<file path="src/rtl/ctrl_sequencer_if.sv">
// Bundle between the control sequencer, instruction memory and ALU.
// The sequencer takes the master view; memory/ALU/testbench take the slave view.
interface ctrl_sequencer_if #(
    parameter int PC_WIDTH = 16
);
    logic                O_mem_req;
    logic [PC_WIDTH-1:0] O_mem_addr;
    logic                I_mem_ack;
    logic [15:0]         I_mem_data;
    logic [15:0]         I_aluResult;
    logic                I_shldBranch;
    logic [4:0]          O_aluop;
    logic [2:0]          O_selD;
    logic [2:0]          O_selA;
    logic [2:0]          O_selB;
    logic [7:0]          O_imm;
    logic                O_en_fetch;
    logic                O_en_decode;
    logic                O_en_regread;
    logic                O_en_alu;
    logic                O_en_wb;
    logic                O_regwe;
    logic [PC_WIDTH-1:0] O_pc;

    modport master (
        output O_mem_req, O_mem_addr, O_aluop, O_selD, O_selA, O_selB, O_imm,
               O_en_fetch, O_en_decode, O_en_regread, O_en_alu, O_en_wb,
               O_regwe, O_pc,
        input  I_mem_ack, I_mem_data, I_aluResult, I_shldBranch
    );

    modport slave (
        input  O_mem_req, O_mem_addr, O_aluop, O_selD, O_selA, O_selB, O_imm,
               O_en_fetch, O_en_decode, O_en_regread, O_en_alu, O_en_wb,
               O_regwe, O_pc,
        output I_mem_ack, I_mem_data, I_aluResult, I_shldBranch
    );
endinterface

</file>
<file path="src/rtl/ctrl_sequencer.sv">
// Multi-cycle FETCH/DECODE/REGREAD/EXEC/WB sequencer and instruction decoder
// feeding the 16-bit ALU; the PC is updated from the ALU branch result in WB.
module ctrl_sequencer #(
    parameter int                  PC_WIDTH = 16,
    parameter logic [PC_WIDTH-1:0] RESET_PC = '0
) (
    input  logic             I_clk,
    input  logic             I_rst,
    ctrl_sequencer_if.master bus
);
    // One-hot encoding so each state bit is directly a registered stage enable.
    typedef enum logic [4:0] {
        S_FETCH   = 5'b00001,
        S_DECODE  = 5'b00010,
        S_REGREAD = 5'b00100,
        S_EXEC    = 5'b01000,
        S_WB      = 5'b10000
    } state_t;

    state_t              state_q, state_d;
    logic                req_q, req_d;
    logic [PC_WIDTH-1:0] pc_q, pc_d;
    logic [15:0]         ir_q, ir_d;
    logic                en_alu_q, en_alu_d;
    logic                regwe_q, regwe_d;
    logic [3:0]          opcode;

    assign opcode = ir_q[15:12];

    function automatic logic op_defined(input logic [3:0] op);
        return !(op inside {4'd6, 4'd7, 4'd14, 4'd15});
    endfunction

    function automatic logic op_writes_reg(input logic [3:0] op);
        return (op <= 4'd5) || (op inside {[4'd8:4'd11]});
    endfunction

    function automatic logic op_is_jump(input logic [3:0] op);
        return op inside {4'd12, 4'd13};
    endfunction

    always_comb begin
        state_d  = state_q;
        req_d    = req_q;
        pc_d     = pc_q;
        ir_d     = ir_q;
        en_alu_d = 1'b0;
        regwe_d  = 1'b0;
        unique case (state_q)
            S_FETCH: begin
                // After reset req starts low for one cycle; an ack then is ignored.
                if (!req_q) begin
                    req_d = 1'b1;
                end else if (bus.I_mem_ack) begin
                    ir_d    = bus.I_mem_data;
                    req_d   = 1'b0;
                    state_d = S_DECODE;
                end
            end
            S_DECODE:  state_d = S_REGREAD;
            S_REGREAD: begin
                state_d  = S_EXEC;
                en_alu_d = op_defined(opcode);
            end
            S_EXEC: begin
                state_d = S_WB;
                regwe_d = op_writes_reg(opcode);
            end
            S_WB: begin
                state_d = S_FETCH;
                req_d   = 1'b1;
                if (bus.I_shldBranch && op_is_jump(opcode))
                    pc_d = bus.I_aluResult[PC_WIDTH-1:0];
                else
                    pc_d = pc_q + PC_WIDTH'(1);
            end
            default: begin
                state_d = S_FETCH;
                req_d   = 1'b0;
            end
        endcase
    end

    always_ff @(posedge I_clk) begin
        if (I_rst) begin
            state_q  <= S_FETCH;
            req_q    <= 1'b0;
            pc_q     <= RESET_PC;
            ir_q     <= '0;
            en_alu_q <= 1'b0;
            regwe_q  <= 1'b0;
        end else begin
            state_q  <= state_d;
            req_q    <= req_d;
            pc_q     <= pc_d;
            ir_q     <= ir_d;
            en_alu_q <= en_alu_d;
            regwe_q  <= regwe_d;
        end
    end

    assign bus.O_mem_req    = req_q;
    assign bus.O_mem_addr   = pc_q;
    assign bus.O_pc         = pc_q;
    assign bus.O_aluop      = {ir_q[15:12], ir_q[8]};
    assign bus.O_selD       = ir_q[11:9];
    assign bus.O_selA       = ir_q[7:5];
    assign bus.O_selB       = ir_q[4:2];
    assign bus.O_imm        = ir_q[7:0];
    assign bus.O_en_fetch   = state_q[0];
    assign bus.O_en_decode  = state_q[1];
    assign bus.O_en_regread = state_q[2];
    assign bus.O_en_alu     = en_alu_q;
    assign bus.O_en_wb      = state_q[4];
    assign bus.O_regwe      = regwe_q;
endmodule

</file>
<file path="src/flat_wrapper.sv">
// flat-port wrapper written by rule: the top's interface ports become plain ports
module ctrl_sequencer_flat 
#(
    parameter int                  PC_WIDTH = 16,
    parameter logic [PC_WIDTH-1:0] RESET_PC = '0
)
  (I_clk, I_rst, bus_O_mem_req, bus_O_mem_addr, bus_O_aluop, bus_O_selD, bus_O_selA, bus_O_selB, bus_O_imm, bus_O_en_fetch, bus_O_en_decode, bus_O_en_regread, bus_O_en_alu, bus_O_en_wb, bus_O_regwe, bus_O_pc, bus_I_mem_ack, bus_I_mem_data, bus_I_aluResult, bus_I_shldBranch);
  ctrl_sequencer_if #(.PC_WIDTH(PC_WIDTH)) bus_i ();
  input  logic I_clk;
  input  logic I_rst;
  output wire logic [$bits(bus_i.O_mem_req)-1:0] bus_O_mem_req;
  output wire logic [$bits(bus_i.O_mem_addr)-1:0] bus_O_mem_addr;
  output wire logic [$bits(bus_i.O_aluop)-1:0] bus_O_aluop;
  output wire logic [$bits(bus_i.O_selD)-1:0] bus_O_selD;
  output wire logic [$bits(bus_i.O_selA)-1:0] bus_O_selA;
  output wire logic [$bits(bus_i.O_selB)-1:0] bus_O_selB;
  output wire logic [$bits(bus_i.O_imm)-1:0] bus_O_imm;
  output wire logic [$bits(bus_i.O_en_fetch)-1:0] bus_O_en_fetch;
  output wire logic [$bits(bus_i.O_en_decode)-1:0] bus_O_en_decode;
  output wire logic [$bits(bus_i.O_en_regread)-1:0] bus_O_en_regread;
  output wire logic [$bits(bus_i.O_en_alu)-1:0] bus_O_en_alu;
  output wire logic [$bits(bus_i.O_en_wb)-1:0] bus_O_en_wb;
  output wire logic [$bits(bus_i.O_regwe)-1:0] bus_O_regwe;
  output wire logic [$bits(bus_i.O_pc)-1:0] bus_O_pc;
  input wire logic [$bits(bus_i.I_mem_ack)-1:0] bus_I_mem_ack;
  input wire logic [$bits(bus_i.I_mem_data)-1:0] bus_I_mem_data;
  input wire logic [$bits(bus_i.I_aluResult)-1:0] bus_I_aluResult;
  input wire logic [$bits(bus_i.I_shldBranch)-1:0] bus_I_shldBranch;
  assign bus_O_mem_req = bus_i.O_mem_req;
  assign bus_O_mem_addr = bus_i.O_mem_addr;
  assign bus_O_aluop = bus_i.O_aluop;
  assign bus_O_selD = bus_i.O_selD;
  assign bus_O_selA = bus_i.O_selA;
  assign bus_O_selB = bus_i.O_selB;
  assign bus_O_imm = bus_i.O_imm;
  assign bus_O_en_fetch = bus_i.O_en_fetch;
  assign bus_O_en_decode = bus_i.O_en_decode;
  assign bus_O_en_regread = bus_i.O_en_regread;
  assign bus_O_en_alu = bus_i.O_en_alu;
  assign bus_O_en_wb = bus_i.O_en_wb;
  assign bus_O_regwe = bus_i.O_regwe;
  assign bus_O_pc = bus_i.O_pc;
  assign bus_i.I_mem_ack = bus_I_mem_ack;
  assign bus_i.I_mem_data = bus_I_mem_data;
  assign bus_i.I_aluResult = bus_I_aluResult;
  assign bus_i.I_shldBranch = bus_I_shldBranch;
  ctrl_sequencer #(.PC_WIDTH(PC_WIDTH), .RESET_PC(RESET_PC)) u_core (.I_clk(I_clk), .I_rst(I_rst), .bus(bus_i));
endmodule
</file>
<file path="config.mk">
export PLATFORM = sky130hd
export DESIGN_NAME = ctrl_sequencer_flat
export DESIGN_NICKNAME = d
export VERILOG_FILES = /design/src/rtl/ctrl_sequencer_if.sv /design/src/rtl/ctrl_sequencer.sv /design/src/flat_wrapper.sv
export SDC_FILE = /design/constraint.sdc
export NUM_CORES = 1
export LEC_CHECK = 0
export ABC_AREA = 1
export CAP_MARGIN = 10
export CORE_MARGIN = 10
export CORE_UTILIZATION = 35
export DETAILED_ROUTE_END_ITERATION = 16
export PLACE_DENSITY = 0.79
export SETUP_SLACK_MARGIN = 0.05
export SYNTH_ARGS = -nofsm -noshare
export SYNTH_HDL_FRONTEND = slang
export SYNTH_SLANG_ARGS = --single-unit
</file>
<file path="constraint.sdc">
create_clock -name I_clk -period 2.2 [get_ports I_clk]
set_input_delay 0.33 -clock I_clk [delete_from_list [all_inputs] [get_ports I_clk]]
set_output_delay 0.33 -clock I_clk [all_outputs]
set_load 0.005 [all_outputs]
</file>
==> results_dict.tcl, run 1 <==
set metrics [dict create \
    status "finished clean" \
    crit_required_ns 1.87 \
    ios 97 \
    syn-num-nets 352 \
    min_period_over_period_pct 77.0 \
    path_class "reg2out" \
    clkTransAtPathRegs_ns 0.08 \
    cts_sinks 40 \
    leakage_nw 1.17 \
    grt_overflow 0 \
    finalClockSkew_ns 0.00481 \
    slew_headroom_pct 75.0 \
    drtPass1Iterations 4 \
    swShare_pct 24.3 \
    grt.total_usage_pct 12.8 \
    setup-tns-final_ns 0 \
    place_inst 456 \
    cts_max_path_buffers 2 \
    dp_hpwl_um 5040 \
    area.growth.synth_to_final_pct 42.2 \
    hp-class "reg2reg" \
    p_clk_share_pct 36.3 \
    synth.top_cells.by_area "dfxtp_1 36%, nor2_1 11%, nand2_1 9.7%" \
    drc_errors 0 \
    cts_resized 0 \
    intPower_mw 1.26 \
    die_w_um 99.5 \
    setup-violations-final 0 \
    yosys.area.top_type "dfxtp_1" \
    yosysWarnings 0 \
    antenna_found_initial 0 \
    path_cells "clkdlybuf4s50_1" \
    clockRootBuffer "clkbuf_8" \
    numCtsBuffers 5 \
    final_max_slew_viol_count 0 \
    routed_wl_um 6490 \
    cts_hold_buf 0 \
    portBuffers 96 \
    rsz0062_at_grt "no" \
    coreArea_um2 6030 \
    synth_edf_count 0 \
    initial_core_util_pct 36.7 \
    ir_worst_vdd_v 0.000433 \
    via_per_inst 4.78 \
    path_buf_inv 1 \
    layout-drive-gt1-share_pct 7.71 \
    syn_area_um2 2210 \
    gp_congestion 0.833 \
    power_switching_mw 0.404 \
    cp_slowest_cell "clkdlybuf4s50_1" \
    synth-seq-area-share_pct 36.2 \
    slowest_delay_ns 0.59 \
    drtIter0Drc 135 \
    clk_latency_ns 0.29 \
    ys_async_sr_fraction_pct 0 \
    syn_inst 315 \
    ys_types 31 \
    h-tree-depth 2 \
    crit_path_end_kind "output port" \
    avgSynthCellArea_um2 7.02 \
    grt_pass1_wl_um 10700 \
    cts_tree "done" \
    dieArea_um2 9900 \
    ant_nets 0 \
    finalHoldViolCount 0 \
    grt_pass1_vias 2158 \
    num_antenna_cells 0 \
    vias 2218 \
    post_cts_buffers 0 \
    synth_top_area_share_pct 36.2 \
    max_cap_violations 0 \
    synth-main-ff-cell "dfxtp_1" \
    worst_pin_slew_ns 0.374 \
    p_per_area_nw_per_um2 529 \
    grt_max_degree 20 \
    cp.arrival_ns 1.36 \
    placementRows 28 \
    cp_top_family "buffers and inverters" \
    dieHeight_um 99.5 \
    wire_per_inst_um 14.0 \
    nNetsFinal 425 \
    power_frac_seq_pct 47.4 \
    cp-start-kind "flop" \
    cp_max_fo 7 \
    ys_ff_latch 40 \
    layout_min_cycle_time_ns 1.69 \
    fmax_mhz 590 \
    fin_cells 464 \
    comb_power_share_pct 16.3 \
]
==> placed cells by master, fill, tap and decap left out <==
master and n:
a211oi_1 1, clkinv_2 1, inv_1 20, nor2_4 2, nor2_2 2, nor2_8 1, nand3_2 4, nand4_1 7
ha_1 1, nand2_2 1, or2_2 1, nor2_1 65, dfxtp_1 40, xor2_1 2, clkdlybuf4s50_1 96, nand4_4 1
a21oi_1 19, nand3_1 15, nor3_1 1, clkinvlp_4 1, inv_2 3, nand2_1 57, buf_4 4, inv_6 1
o21ai_1 6, bufinv_16 1, a211oi_2 2, o21ai_0 26, o211ai_1 2, clkbuf_8 5, o21bai_1 1
==> cell usage after synthesis, types with 2 or more instances <==
library cell and count:
nand3_2 4, buf_6 4, nor2_1 65, a211oi_2 2, a21oi_1 19, o21ai_1 6
o211ai_1 2, nand3_1 15, nor2_2 2, nand2_1 57, buf_4 25, inv_1 20
xor2_1 2, inv_2 3, nor2_4 2, nand4_1 7, dfxtp_1 40, clkbuf_1 2
o21ai_0 26
==> flip-flops by register name, summed over array words and instances (netlist names) <==
| name | flops |
|---|---|
| u_core.bus.O_mem_req | 1 |
| u_core.bus.O_mem_addr | 16 |
| u_core.state_q | 5 |
| u_core.ir_q | 16 |
| u_core.bus.O_regwe | 1 |
| u_core.bus.O_en_alu | 1 |
==> cell type report <==
type | instances | area [um2]
clock buffers | 5 | 68.8
clock inverters | 3 | 42.5
fillers | 582 | 2880
inverters | 24 | 95.1
multi-input cells | 217 | 1050
flip-flops and latches | 40 | 801
well taps | 75 | 93.8
repair buffers | 100 | 991
==> per-layer routing <==
layer,up-vias,part of all wire [%],global-route usage (%)
met5,-,0,0
met3,8,13,7.82
met2,94,45,20.1
met4,0,0.97,2.65
li1,1147,-,-
met1,969,41,14.7
==> power groups by stage <==
stage | clock network (mW) | logic (mW) | registers [mW]
floorplan | 0 | 0.113 | 0.805
finish | 0.604 | 0.271 | 0.789
global placement | 0 | 0.271 | 0.804
global route | 0.648 | 0.298 | 0.794
detailed placement | 0 | 0.272 | 0.805
CTS | 0.620 | 0.274 | 0.789
==> final timing paths <==
path / start / to / slack (ns) / cells after the start
setup reg to reg: u_core.bus.O_mem_addr[0] / u_core.bus.O_mem_addr[10] / 0.70 / 9
hold reg to reg: u_core.ir_q[15] / u_core.bus.O_regwe / 0.50 / 1
setup / recovery: u_core.bus.O_mem_addr[8] / bus_O_pc[8] / 0.51 / 1
hold / removal: u_core.ir_q[15] / u_core.bus.O_regwe / 0.50 / 1
==> stage by stage <==
stage / total power, mW / instance area (um2) / setup slack [ns] / hold WS (ns) / utilization, %
finish: 1.66 / 3140 / 0.506 / 0.502 / 52.2
global route: 1.74 / 3140 / 0.431 / 0.538 / 52.2
CTS: 1.68 / 3140 / 0.495 / 0.501 / 52.2
detailed placement: 1.08 / 3030 / 0.545 / 0.487 / 50.3
global placement: 1.08 / 3030 / 0.579 / 0.479 / 50.3
floorplan: 0.918 / 2210 / 0.905 / 0.465 / -
==> cell families after synthesis <==
group,share of synthesized area [%]
AND/OR/NAND/NOR,32.1
buffers and inverters,16.2
flip-flops,36.2
adder cells (fa/ha/maj),0.566
AO/OA/AOI/OAI,14.0
XOR/XNOR,0.792
Power figures use the tool's default switching activity.
==> inputs of run 2 (changes only) <==
==> constraint.sdc (replaced) <==
create_clock -name I_clk -period 1.7 [get_ports I_clk]
set_input_delay 0.255 -clock I_clk [delete_from_list [all_inputs] [get_ports I_clk]]
set_output_delay 0.255 -clock I_clk [all_outputs]
set_load 0.005 [all_outputs]
==> results_dict.tcl, run 2 (synthesis gave the netlist of run 1 again) <==
set metrics [dict create \
    finalHoldViolCount 0 \
    cp_max_fo 7 \
    dp_hpwl_um 5060 \
    ant_nets 0 \
    cp_slowest_cell "clkdlybuf4s50_1" \
    num_antenna_cells 0 \
    clkTransAtPathRegs_ns 0.08 \
    holdWs_ns 0.497 \
    gp_congestion 0.815 \
    cts_tree "done" \
    power.total_mw 2.06 \
    cts_hold_buf 0 \
    post_cts_buffers 0 \
    clockRootBuffer "clkbuf_8" \
    post-route-util_pct 52.4 \
    setup-tns-final_ns 0 \
    portBuffers 96 \
    wire_per_inst_um 14.1 \
    die_w_um 99.5 \
    path_buf_inv 1 \
    cts_max_path_buffers 2 \
    coreArea_um2 6030 \
    setup-violations-final 0 \
    drtPass1Iterations 4 \
    worst_pin_slew_ns 0.272 \
    fin_cells 467 \
    leakage_nw 1.17 \
    crit_required_ns 1.44 \
    p_per_area_nw_per_um2 654 \
    vias 2236 \
    h-tree-depth 2 \
    status "finished clean" \
    nNetsFinal 428 \
    mostFrequentLayoutCell "clkdlybuf4s50_1" \
    clk_latency_ns 0.30 \
    hp-class "reg2reg" \
    max_cap_violations 0 \
    layout_min_cycle_time_ns 1.58 \
    dpl-instance-area_um2 3050 \
    fmax_mhz 635 \
    cp_top_family "buffers and inverters" \
    finalClockSkew_ns 0.00503 \
    dieHeight_um 99.5 \
    grt_overflow 0 \
    initial_core_util_pct 36.7 \
    regArea_um2 806 \
    design_area_um2 3160 \
    min_period_over_period_pct 92.7 \
    dieArea_um2 9900 \
    final_cell_mix "96 x clkdlybuf4s50_1, 65 x nor2_1, 57 x nand2_1, 36 x dfxtp_1, 26 x o21ai_0" \
    num-fill-cells 593 \
    place_inst 459 \
    routed_wl_um 6580 \
    ios 97 \
    crit_path_end_kind "output port" \
    path_cells "clkdlybuf4s50_1" \
    antenna_found_initial 0 \
    ir_worst_vdd_v 0.000612 \
    final_max_slew_viol_count 0 \
    path_class "reg2out" \
    layout-drive-gt1-share_pct 9.44 \
    grt_max_degree 20 \
    placementRows 28 \
    via_per_inst 4.79 \
    cp.arrival_ns 1.32 \
    grt.total_usage_pct 13.2 \
    numCtsBuffers 5 \
    multiInputGateArea_um2 1050 \
    cp-start-kind "flop" \
    rsz0062_at_grt "no" \
    drtIter0Drc 128 \
    place_ws_ns 0.105 \
    grt_pass1_wl_um 10900 \
    slew_headroom_pct 81.8 \
    grt_pass1_vias 2274 \
    cts_resized 0 \
    layout_setup_ws_ns 0.124 \
    area.growth.synth_to_final_pct 42.8 \
    cts_sinks 40 \
    slowest_delay_ns 0.56 \
    drc_errors 0 \
]
-- run 2: cell count changes in the layout (fill, tap and decap cells not counted), sizes merged --
cell and change:
clkinvlp +1, bufinv -1, buf +3, clkbuf +1, clkinv -1
-- run 2: path summary, 6_finish.rpt --
kind	startpoint	to	slack [ns]	cells after the start
hold / removal	u_core.ir_q[13]	u_core.ir_q[13]	0.50	2
hold reg to reg	u_core.ir_q[13]	u_core.ir_q[13]	0.50	2
setup / recovery	u_core.bus.O_mem_addr[11]	bus_O_pc[11]	0.12	1
setup reg to reg	u_core.bus.O_mem_addr[1]	u_core.bus.O_mem_addr[10]	0.20	8
-- run 2: layer usage --
| metal | GRT usage [%] | routed length [um] | vias to the layer above |
|---|---|---|---|
| li1 | - | - | 1142 |
| met1 | 13.6 | 2530 | 999 |
| met5 | 0 | 0 | - |
| met3 | 9.00 | 983 | 5 |
| met2 | 21.4 | 2990 | 90 |
| met4 | 3.75 | 68 | 0 |
-- run 2: layout make-up --
cell class                 count  area share, %
clock buffer                   6           2.62
timing repair buffer         103           32.1
multi-input combinational    217           33.3
inverter                      24           3.01
tap                           75           2.97
clock inverter                 2          0.476
sequential                    40           25.5
-- run 2: where the power goes --
part | internal, mW | total, mW | switching (mW)
Sequential | 0.984 | 1.02 | 0.0365
Combinational | 0.216 | 0.357 | 0.141
Clock | 0.329 | 0.687 | 0.358
Total | 1.53 | 2.06 | 0.535
==> inputs of run 3 (changes only) <==
--- a/config.mk
+++ b/config.mk
@@ -12,6 +12,7 @@
 export DETAILED_ROUTE_END_ITERATION = 16
 export PLACE_DENSITY = 0.79
 export SETUP_SLACK_MARGIN = 0.05
+export SLEW_MARGIN = 0
 export SYNTH_ARGS = -nofsm -noshare
 export SYNTH_HDL_FRONTEND = slang
 export SYNTH_SLANG_ARGS = --single-unit
==> constraint.sdc (replaced) <==
create_clock -name I_clk -period 1.57 [get_ports I_clk]
set_input_delay 0.2355 -clock I_clk [delete_from_list [all_inputs] [get_ports I_clk]]
set_output_delay 0.2355 -clock I_clk [all_outputs]
set_load 0.005 [all_outputs]
==> results_dict.tcl, run 3 (synthesis gave the netlist of run 1 again) <==
set metrics [dict create \
    final_max_slew_viol_count 0 \
    cts_hold_buf 0 \
    layout_setup_ws_ns 0.0724 \
    grt_max_degree 20 \
    finalHoldViolCount 0 \
    leakage_nw 1.24 \
    grt_overflow 0 \
    max_cap_violations 0 \
    antenna_found_initial 0 \
    placementRows 28 \
    drc_errors 0 \
    drtIter0Drc 105 \
    dp_hpwl_um 5060 \
    cp_top_family "buffers and inverters" \
    path_buf_inv 1 \
    fmax_mhz 668 \
    worst_pin_slew_ns 0.272 \
    swShare_pct 26.2 \
    routed_wl_um 6610 \
    portBuffers 96 \
    layout-drive-gt1-share_pct 13.9 \
    ant_nets 0 \
    via_per_inst 4.75 \
    path_class "reg2out" \
    crit_required_ns 1.33 \
    setup-tns-final_ns 0 \
    wire_per_inst_um 14.1 \
    setup-violations-final 0 \
    intPower_mw 1.66 \
    vias 2231 \
    path_cells "clkdlybuf4s50_1" \
    final_cell_mix "91 x clkdlybuf4s50_1, 65 x nor2_1, 57 x nand2_1, 26 x o21ai_0, 23 x dfxtp_1" \
    num-fill-cells 596 \
    drtPass1Iterations 4 \
    gp_congestion 0.827 \
    ios 97 \
    grt.total_usage_pct 13.5 \
    status "finished clean" \
    hp-class "reg2reg" \
    rsz0062_at_grt "yes" \
    p_clk_share_pct 33.6 \
    clockRootBuffer "clkbuf_8" \
    multiInputGateArea_um2 1060 \
    slew_headroom_pct 81.9 \
    comb_power_share_pct 17.2 \
    cts_sinks 40 \
    place_ws_ns 0.0122 \
    num_antenna_cells 0 \
    cts_tree "done" \
    finalClockSkew_ns 0.00609 \
    numCtsBuffers 5 \
    cp.arrival_ns 1.26 \
    min_period_over_period_pct 95.4 \
    coreArea_um2 6030 \
    ir_worst_vdd_v 0.000562 \
    layout_min_cycle_time_ns 1.50 \
    mostFrequentLayoutCell "clkdlybuf4s50_1" \
    power_switching_mw 0.588 \
    p_per_area_nw_per_um2 699 \
    h-tree-depth 2 \
    crit_path_end_kind "output port" \
    initial_core_util_pct 36.7 \
    power_frac_seq_pct 49.2 \
    cp_slowest_cell "clkdlybuf4s50_1" \
    cp-start-kind "flop" \
    area.growth.synth_to_final_pct 45.2 \
    dieHeight_um 99.5 \
    regArea_um2 825 \
    cts_max_path_buffers 2 \
    power.total_mw 2.24 \
    grt_pass1_vias 2203 \
    clk_latency_ns 0.30 \
    die_w_um 99.5 \
    nNetsFinal 431 \
    cp_max_fo 6 \
    dieArea_um2 9900 \
    slowest_delay_ns 0.54 \
    grt_pass1_wl_um 11100 \
    clkTransAtPathRegs_ns 0.09 \
]
==> run 3: path summary, 6_finish.rpt <==
check | startpoint | to | slack [ns] | cells past startpoint
worst max-delay path | u_core.bus.O_mem_addr[5] | bus_O_pc[5] | 0.07 | 1
worst min-delay path | u_core.ir_q[13] | u_core.ir_q[13] | 0.49 | 2
worst max register to register | u_core.bus.O_mem_addr[0] | u_core.bus.O_mem_addr[10] | 0.14 | 10
worst min register to register | u_core.ir_q[13] | u_core.ir_q[13] | 0.49 | 2
==> run 3: stage by stage <==
stage	instance area [um2]	cells	hold WS [ns]	util [%]
2_1_floorplan	2210	315	0.370	-
3_3_place_gp	3070	461	0.473	50.9
3_5_place_dp	3070	461	0.483	50.9
4_1_cts	3190	470	0.495	52.9
5_1_grt	3210	470	0.508	53.3
6_report	3210	470	0.490	53.3
==> run 3: repair_timing <==
item                                    4_1_cts  5_1_grt
buffers inserted                              1        0
resized for setup                            15       10
endpoints found under the setup margin       25       15
gates cloned                                  0        0
==> run 3: final cells by class <==
type | count | area share, %
well taps | 75 | 2.92
flip-flops and latches | 40 | 25.7
multi-input cells | 217 | 33.0
repair buffers | 106 | 32.4
clock buffers | 6 | 2.57
inverters | 24 | 2.96
clock inverters | 2 | 0.468
==> run 3: power groups by stage <==
stage / sequential (mW) / combinational, mW / clock (mW)
finish: 1.10 / 0.386 / 0.754
global route: 1.11 / 0.428 / 0.805
CTS: 1.11 / 0.393 / 0.767
detailed placement: 1.13 / 0.390 / 0
global placement: 1.13 / 0.387 / 0
floorplan: 1.13 / 0.159 / 0
==> run 3: routing by layer <==
layer	global-route usage, %	vias up	routed length [um]
met5	0	-	0
met4	3.31	0	61
met3	9.00	6	948
met2	21.7	83	3010
met1	14.3	986	2590
li1	-	1156	-
